===== src/rtl/energy_sample_uart_tx.sv =====
// rtl/energy_sample_uart_tx.sv - sample FIFO feeding a framed 8N1 UART packet transmitter
// Packet = HEADER, PKT_LEN samples, 8-bit sum of the samples; bytes sent back-to-back.
module energy_sample_uart_tx #(
    parameter int unsigned CLKS_PER_BIT = 16,
    parameter int unsigned PKT_LEN      = 4,
    parameter int unsigned DEPTH        = 8,
    parameter logic [7:0]  HEADER       = 8'hA5
) (
    input  logic       clk,
    input  logic       rst_n,
    input  logic       ena,
    input  logic [7:0] sample_in,
    input  logic       sample_valid,
    output logic       sample_ready,
    output logic       txd,
    output logic       busy,
    output logic       overflow
);
    localparam int unsigned PW = $clog2(DEPTH);
    localparam int unsigned CW = $clog2(DEPTH + 1);
    localparam int unsigned TW = $clog2(CLKS_PER_BIT);
    localparam int unsigned SW = $clog2(PKT_LEN + 1);

    typedef enum logic [1:0] {S_IDLE, S_HDR, S_DATA, S_CHK} state_t;

    state_t        state_q, state_d;
    logic [7:0]    mem [DEPTH];
    logic [PW-1:0] head_q, head_d, tail_q, tail_d;
    logic [CW-1:0] count_q, count_d;
    logic [TW-1:0] tick_q, tick_d;
    logic [3:0]    bit_q, bit_d;
    logic [7:0]    byte_q, byte_d, sum_q, sum_d;
    logic [SW-1:0] sent_q, sent_d;
    logic          txd_q, txd_d, busy_q, busy_d, ovf_q, ovf_d;
    logic          push, pop, bit_end, frame_end;
    logic [7:0]    head_data;
    logic [9:0]    frame_d;

    assign sample_ready = (count_q != CW'(DEPTH));
    assign push         = sample_valid && sample_ready && ena;
    assign head_data    = mem[head_q];
    assign txd          = txd_q;
    assign busy         = busy_q;
    assign overflow     = ovf_q;

    always_ff @(posedge clk) begin
        if (push) mem[tail_q] <= sample_in;
    end

    always_comb begin
        state_d   = state_q;
        tick_d    = tick_q;
        bit_d     = bit_q;
        byte_d    = byte_q;
        sum_d     = sum_q;
        sent_d    = sent_q;
        pop       = 1'b0;
        bit_end   = (tick_q == TW'(CLKS_PER_BIT - 1));
        frame_end = bit_end && (bit_q == 4'd9);

        if (state_q == S_IDLE) begin
            if (ena && count_q >= CW'(PKT_LEN)) begin
                state_d = S_HDR;
                byte_d  = HEADER;
                sum_d   = '0;
                sent_d  = '0;
                tick_d  = '0;
                bit_d   = '0;
            end
        end else if (frame_end) begin
            // The next byte's start bit follows the stop bit with no gap.
            tick_d = '0;
            bit_d  = '0;
            if (state_q == S_CHK) begin
                state_d = S_IDLE;
            end else if (state_q == S_HDR || sent_q < SW'(PKT_LEN)) begin
                pop     = 1'b1;
                byte_d  = head_data;
                sum_d   = sum_q + head_data;
                sent_d  = sent_q + SW'(1);
                state_d = S_DATA;
            end else begin
                byte_d  = sum_q;
                state_d = S_CHK;
            end
        end else if (bit_end) begin
            tick_d = '0;
            bit_d  = bit_q + 4'd1;
        end else begin
            tick_d = tick_q + TW'(1);
        end

        frame_d = {1'b1, byte_d, 1'b0};
        txd_d   = (state_d == S_IDLE) ? 1'b1 : frame_d[bit_d];
        busy_d  = (state_d != S_IDLE);
        ovf_d   = ovf_q | (sample_valid && (!ena || !sample_ready));

        head_d  = pop  ? head_q + PW'(1) : head_q;
        tail_d  = push ? tail_q + PW'(1) : tail_q;
        count_d = count_q;
        if (push && !pop)      count_d = count_q + CW'(1);
        else if (!push && pop) count_d = count_q - CW'(1);
    end

    always_ff @(posedge clk or negedge rst_n) begin
        if (!rst_n) begin
            state_q <= S_IDLE;
            head_q  <= '0;
            tail_q  <= '0;
            count_q <= '0;
            tick_q  <= '0;
            bit_q   <= '0;
            byte_q  <= '0;
            sum_q   <= '0;
            sent_q  <= '0;
            txd_q   <= 1'b1;
            busy_q  <= 1'b0;
            ovf_q   <= 1'b0;
        end else begin
            state_q <= state_d;
            head_q  <= head_d;
            tail_q  <= tail_d;
            count_q <= count_d;
            tick_q  <= tick_d;
            bit_q   <= bit_d;
            byte_q  <= byte_d;
            sum_q   <= sum_d;
            sent_q  <= sent_d;
            txd_q   <= txd_d;
            busy_q  <= busy_d;
            ovf_q   <= ovf_d;
        end
    end
endmodule


===== config.mk =====
export PLATFORM = sky130hd
export DESIGN_NAME = energy_sample_uart_tx
export DESIGN_NICKNAME = d
export VERILOG_FILES = /design/src/rtl/energy_sample_uart_tx.sv
export SDC_FILE = /design/constraint.sdc
export NUM_CORES = 1
export LEC_CHECK = 0
export ABC_AREA = 0
export CORE_ASPECT_RATIO = 1.75
export CORE_MARGIN = 3
export CORE_UTILIZATION = 65
export DETAILED_ROUTE_END_ITERATION = 12
export GPL_ROUTABILITY_DRIVEN = 0
export GPL_TIMING_DRIVEN = 0
export PLACE_DENSITY = 0.84
export SLEW_MARGIN = 20
export SYNTH_ARGS = -nofsm -noshare
export SYNTH_HDL_FRONTEND = slang
export SYNTH_SLANG_ARGS = --single-unit

===== constraint.sdc =====
create_clock -name clk -period 5.22 [get_ports clk]
set_input_delay 0.783 -clock clk [delete_from_list [all_inputs] [get_ports clk]]
set_output_delay 0.783 -clock clk [all_outputs]
set_load 0.03 [all_outputs]

==> flow_metrics.py <==
metrics = {
    "global_route": {
        "antenna_found_initial": 0,
        "gr-usage-all-layers": 0.262,
        "grt_pass1_wl_um": 17000,
        "grt_max_degree": 23,
        "grt_pass1_vias": 3470,
        "overflow": 0,
    },
    "floorplan": {
        "die_area_mm2": 0.00888,
        "dieWidth_um": 72.5,
        "die_y_um": 122,
        "start_util": 0.682,
        "ioPinCount": 16,
        "fp.coreArea_mm2": 0.00739,
        "rows": 41,
    },
    "sta": {
        "fin_worst_skew_ns": 0.00601,
        "hold_violations": 0,
        "fmax_mhz": 261,
        "rsz0062_at_grt": "no",
        "worstMarginPinSlew_ns": 0.904,
        "drv_slew": 0,
        "period_minus_slack_ns": 3.83,
        "setup_tns_ns": 0,
        "slew_headroom": 0.394,
        "setup_viol": 0,
        "finalCritPeriodShare": 0.734,
        "hold-worst-slack_ns": 0.414,
    },
    "status": {
        "status": "completed",
    },
    "drt": {
        "vias_per_cell": 6.50,
        "routed-wl-met2_um": 5870,
        "routedWlPerCell_um": 20.5,
        "wl_met1_um": 3610,
        "vias": 3322,
        "first_iter_violations": 282,
        "finalWirelength_um": 10500,
        "drc_errors": 0,
        "antenna_left": 0,
        "dr.max_layer_used": "met4",
        "dr_wl_met3_um": 449,
        "drtPass1Iterations": 4,
    },
    "clock_tree": {
        "htree_levels": 3,
        "cts_hold_buf": 0,
        "clk_path_buf_depth": 2,
        "insertion_delay_ns": 0.35,
        "cts_buffers": 9,
        "root_buffer": "clkbuf_16",
        "post_cts_resized": 0,
        "postCtsSetupBuffers": 0,
        "path_clk_slew_ns": 0.07,
        "cts_tree": "yes",
        "cts_sinks": 106,
    },
    "power_and_ir_drop": {
        "combPwrFrac": 0.255,
        "swShare": 0.315,
        "switchingPower_uw": 811,
        "power.share.sequential": 0.460,
        "p_int_uw": 1760,
        "power.share.clock": 0.285,
        "p_leak_uw": 0.00210,
        "vdd_drop_max_mv": 0.355,
        "power_density_mw_per_mm2": 455,
    },
    "synthesis": {
        "async_flop_share": 0.396,
        "synth_seq_cells": 106,
        "yosysMostFrequentCell": "edfxtp_1",
        "syn-num-nets": 423,
        "yosys-top-cells-area": "edfxtp_1 (38%), dfrtp_1 (20%), mux2i_1 (5.2%)",
        "ys_warn_count": 0,
        "yosys.area.top_type": "edfxtp_1",
        "synthCells": 393,
        "yosys-top-cells-count": "edfxtp_1 (64), dfrtp_1 (41), nand2_1 (31)",
        "yosysSeqAreaShare": 0.590,
        "synth_top_cell_area_share": 0.382,
        "synth-main-ff-cell": "edfxtp_1",
        "synth_edf_count": 64,
        "syn_avg_cell_area_um2": 12.8,
        "synth_cell_type_count": 67,
        "syn-cell-area_mm2": 0.00504,
    },
    "final_layout": {
        "nNetsFinal": 450,
        "area_growth_pct": 12.3,
        "antenna_cells": 0,
        "fin_area_mm2": 0.00566,
        "fillers": 476,
        "final_layout_size_suffix_gt1_frac": 0.115,
    },
    "run": {
        "cap_violations": 0,
    },
    "min_path": {
        "hold_path_class": "in -> async",
    },
    "critical_path": {
        "path_class": "reg -> reg",
        "cp_data_required_time_ns": 5.45,
        "worstPathMaxFanout": 10,
        "cp.arrival_ns": 4.06,
        "start_kind": "flop",
        "end_kind": "flop",
    },
    "place": {
        "dp_hpwl_um": 7540,
        "io_buffers": 15,
        "place_area_mm2": 0.00533,
    },
}
## metal layers
metal  up-vias  global-route usage
met2       110               0.475
li1       1557                   -
met4         0               0.173
met1      1618               0.266
met3        37              0.0475
met5         -                   0
## worst max-delay path, stage by stage (launching register included)
cell       delay, ns
dfrtp_1         0.35
buf_4           0.21
buf_4           0.25
mux2i_1         0.11
a22o_1          0.24
a221oi_1        0.54
ha_1            0.36
a21o_1          0.18
a21oi_1         0.22
o21bai_1        0.11
a2111oi_0       0.59
o21ai_0         0.23
a31oi_1         0.21
mux2i_1         0.09
## cell type report
type / count / area, um^2 / area share
Multi-Input combinational cell: 260 / 1930 / 0.342
Tap cell: 86 / 108 / 0.0190
Timing Repair Buffer: 16 / 173 / 0.0305
Sequential cell: 106 / 2970 / 0.526
Clock buffer: 9 / 225 / 0.0398
Clock inverter: 7 / 106 / 0.0188
Inverter: 11 / 41.3 / 0.00730
Buffer: 16 / 97.6 / 0.0172
## sequential cells by signal, summed over array words and instances (netlist names), 2 cells and up
name	count
tail_q	3
tick_q	4
sent_q	3
mem	64
count_q	4
head_q	3
bit_q	4
state_q	2
sum_q	8
byte_q	8
## placed cells by master, fill, tap and decap left out, drive strengths merged, types with 3 or more instances in the layout
cell	instances
edfxtp	64
dfrtp	41
nand2	31
mux2i	26
a21oi	20
nor2	18
ha	16
o21ai	16
inv	15
clkbuf	15
clkdlybuf4s50	14
buf	12
a22oi	11
nor3	9
xnor2	8
nand3	7
nand4	7
a22o	6
mux2	5
a21o	5
xor2	5
and3	4
nand2b	4
or3	4
mux4	4
and2	4
a211oi	4
a31oi	3
nor4	3
a221oi	3
or2	3
## worst paths after layout
check,start,to,slack (ns),cells after the start
hold reg to reg,overflow,overflow,0.46,1
setup / recovery,head_q[2],sum_q[7],1.39,13
hold / removal,rst_n,count_q[2],0.41,1
max in group asynchronous,rst_n,sum_q[1],4.31,2
min in group clk,overflow,overflow,0.46,1
setup reg to reg,head_q[2],sum_q[7],1.39,13
## through the flow
step / utilization / instances / setup slack [ns] / total power [uW]
finish: 0.766 / 511 / 1.39 / 2570
global route: 0.766 / 511 / 1.02 / 2710
CTS: 0.766 / 511 / 1.32 / 2580
detailed placement: 0.721 / 495 / 1.35 / 1850
global placement: 0.717 / 494 / 1.44 / 1800
floorplan: - / 393 / 2.05 / 1650
## kinds of logic (layout without fill, tap and decap cells)
| kind of cell | after synthesis | count (layout) | synth area share |
|---|---|---|---|
| flip-flops | 106 | 106 | 0.590 |
| AO/OA/AOI/OAI | 90 | 90 | 0.126 |
| AND/OR/NAND/NOR | 104 | 104 | 0.105 |
| multiplexers | 35 | 35 | 0.0807 |
| buffers and inverters | 27 | 59 | 0.0276 |
| XOR/XNOR | 13 | 13 | 0.0226 |
| adder cells (fa/ha/maj) | 18 | 18 | 0.0477 |
## power by group through the flow
stage / Sequential, uW / Clock (uW) / Combinational (uW)
after CTS: 1180 / 740 / 659
after global routing: 1200 / 777 / 735
after floorplan: 1170 / 0 / 481
after global placement: 1180 / 0 / 617
after detailed placement: 1200 / 0 / 653
final: 1180 / 733 / 657
Power figures use the tool's default switching activity.
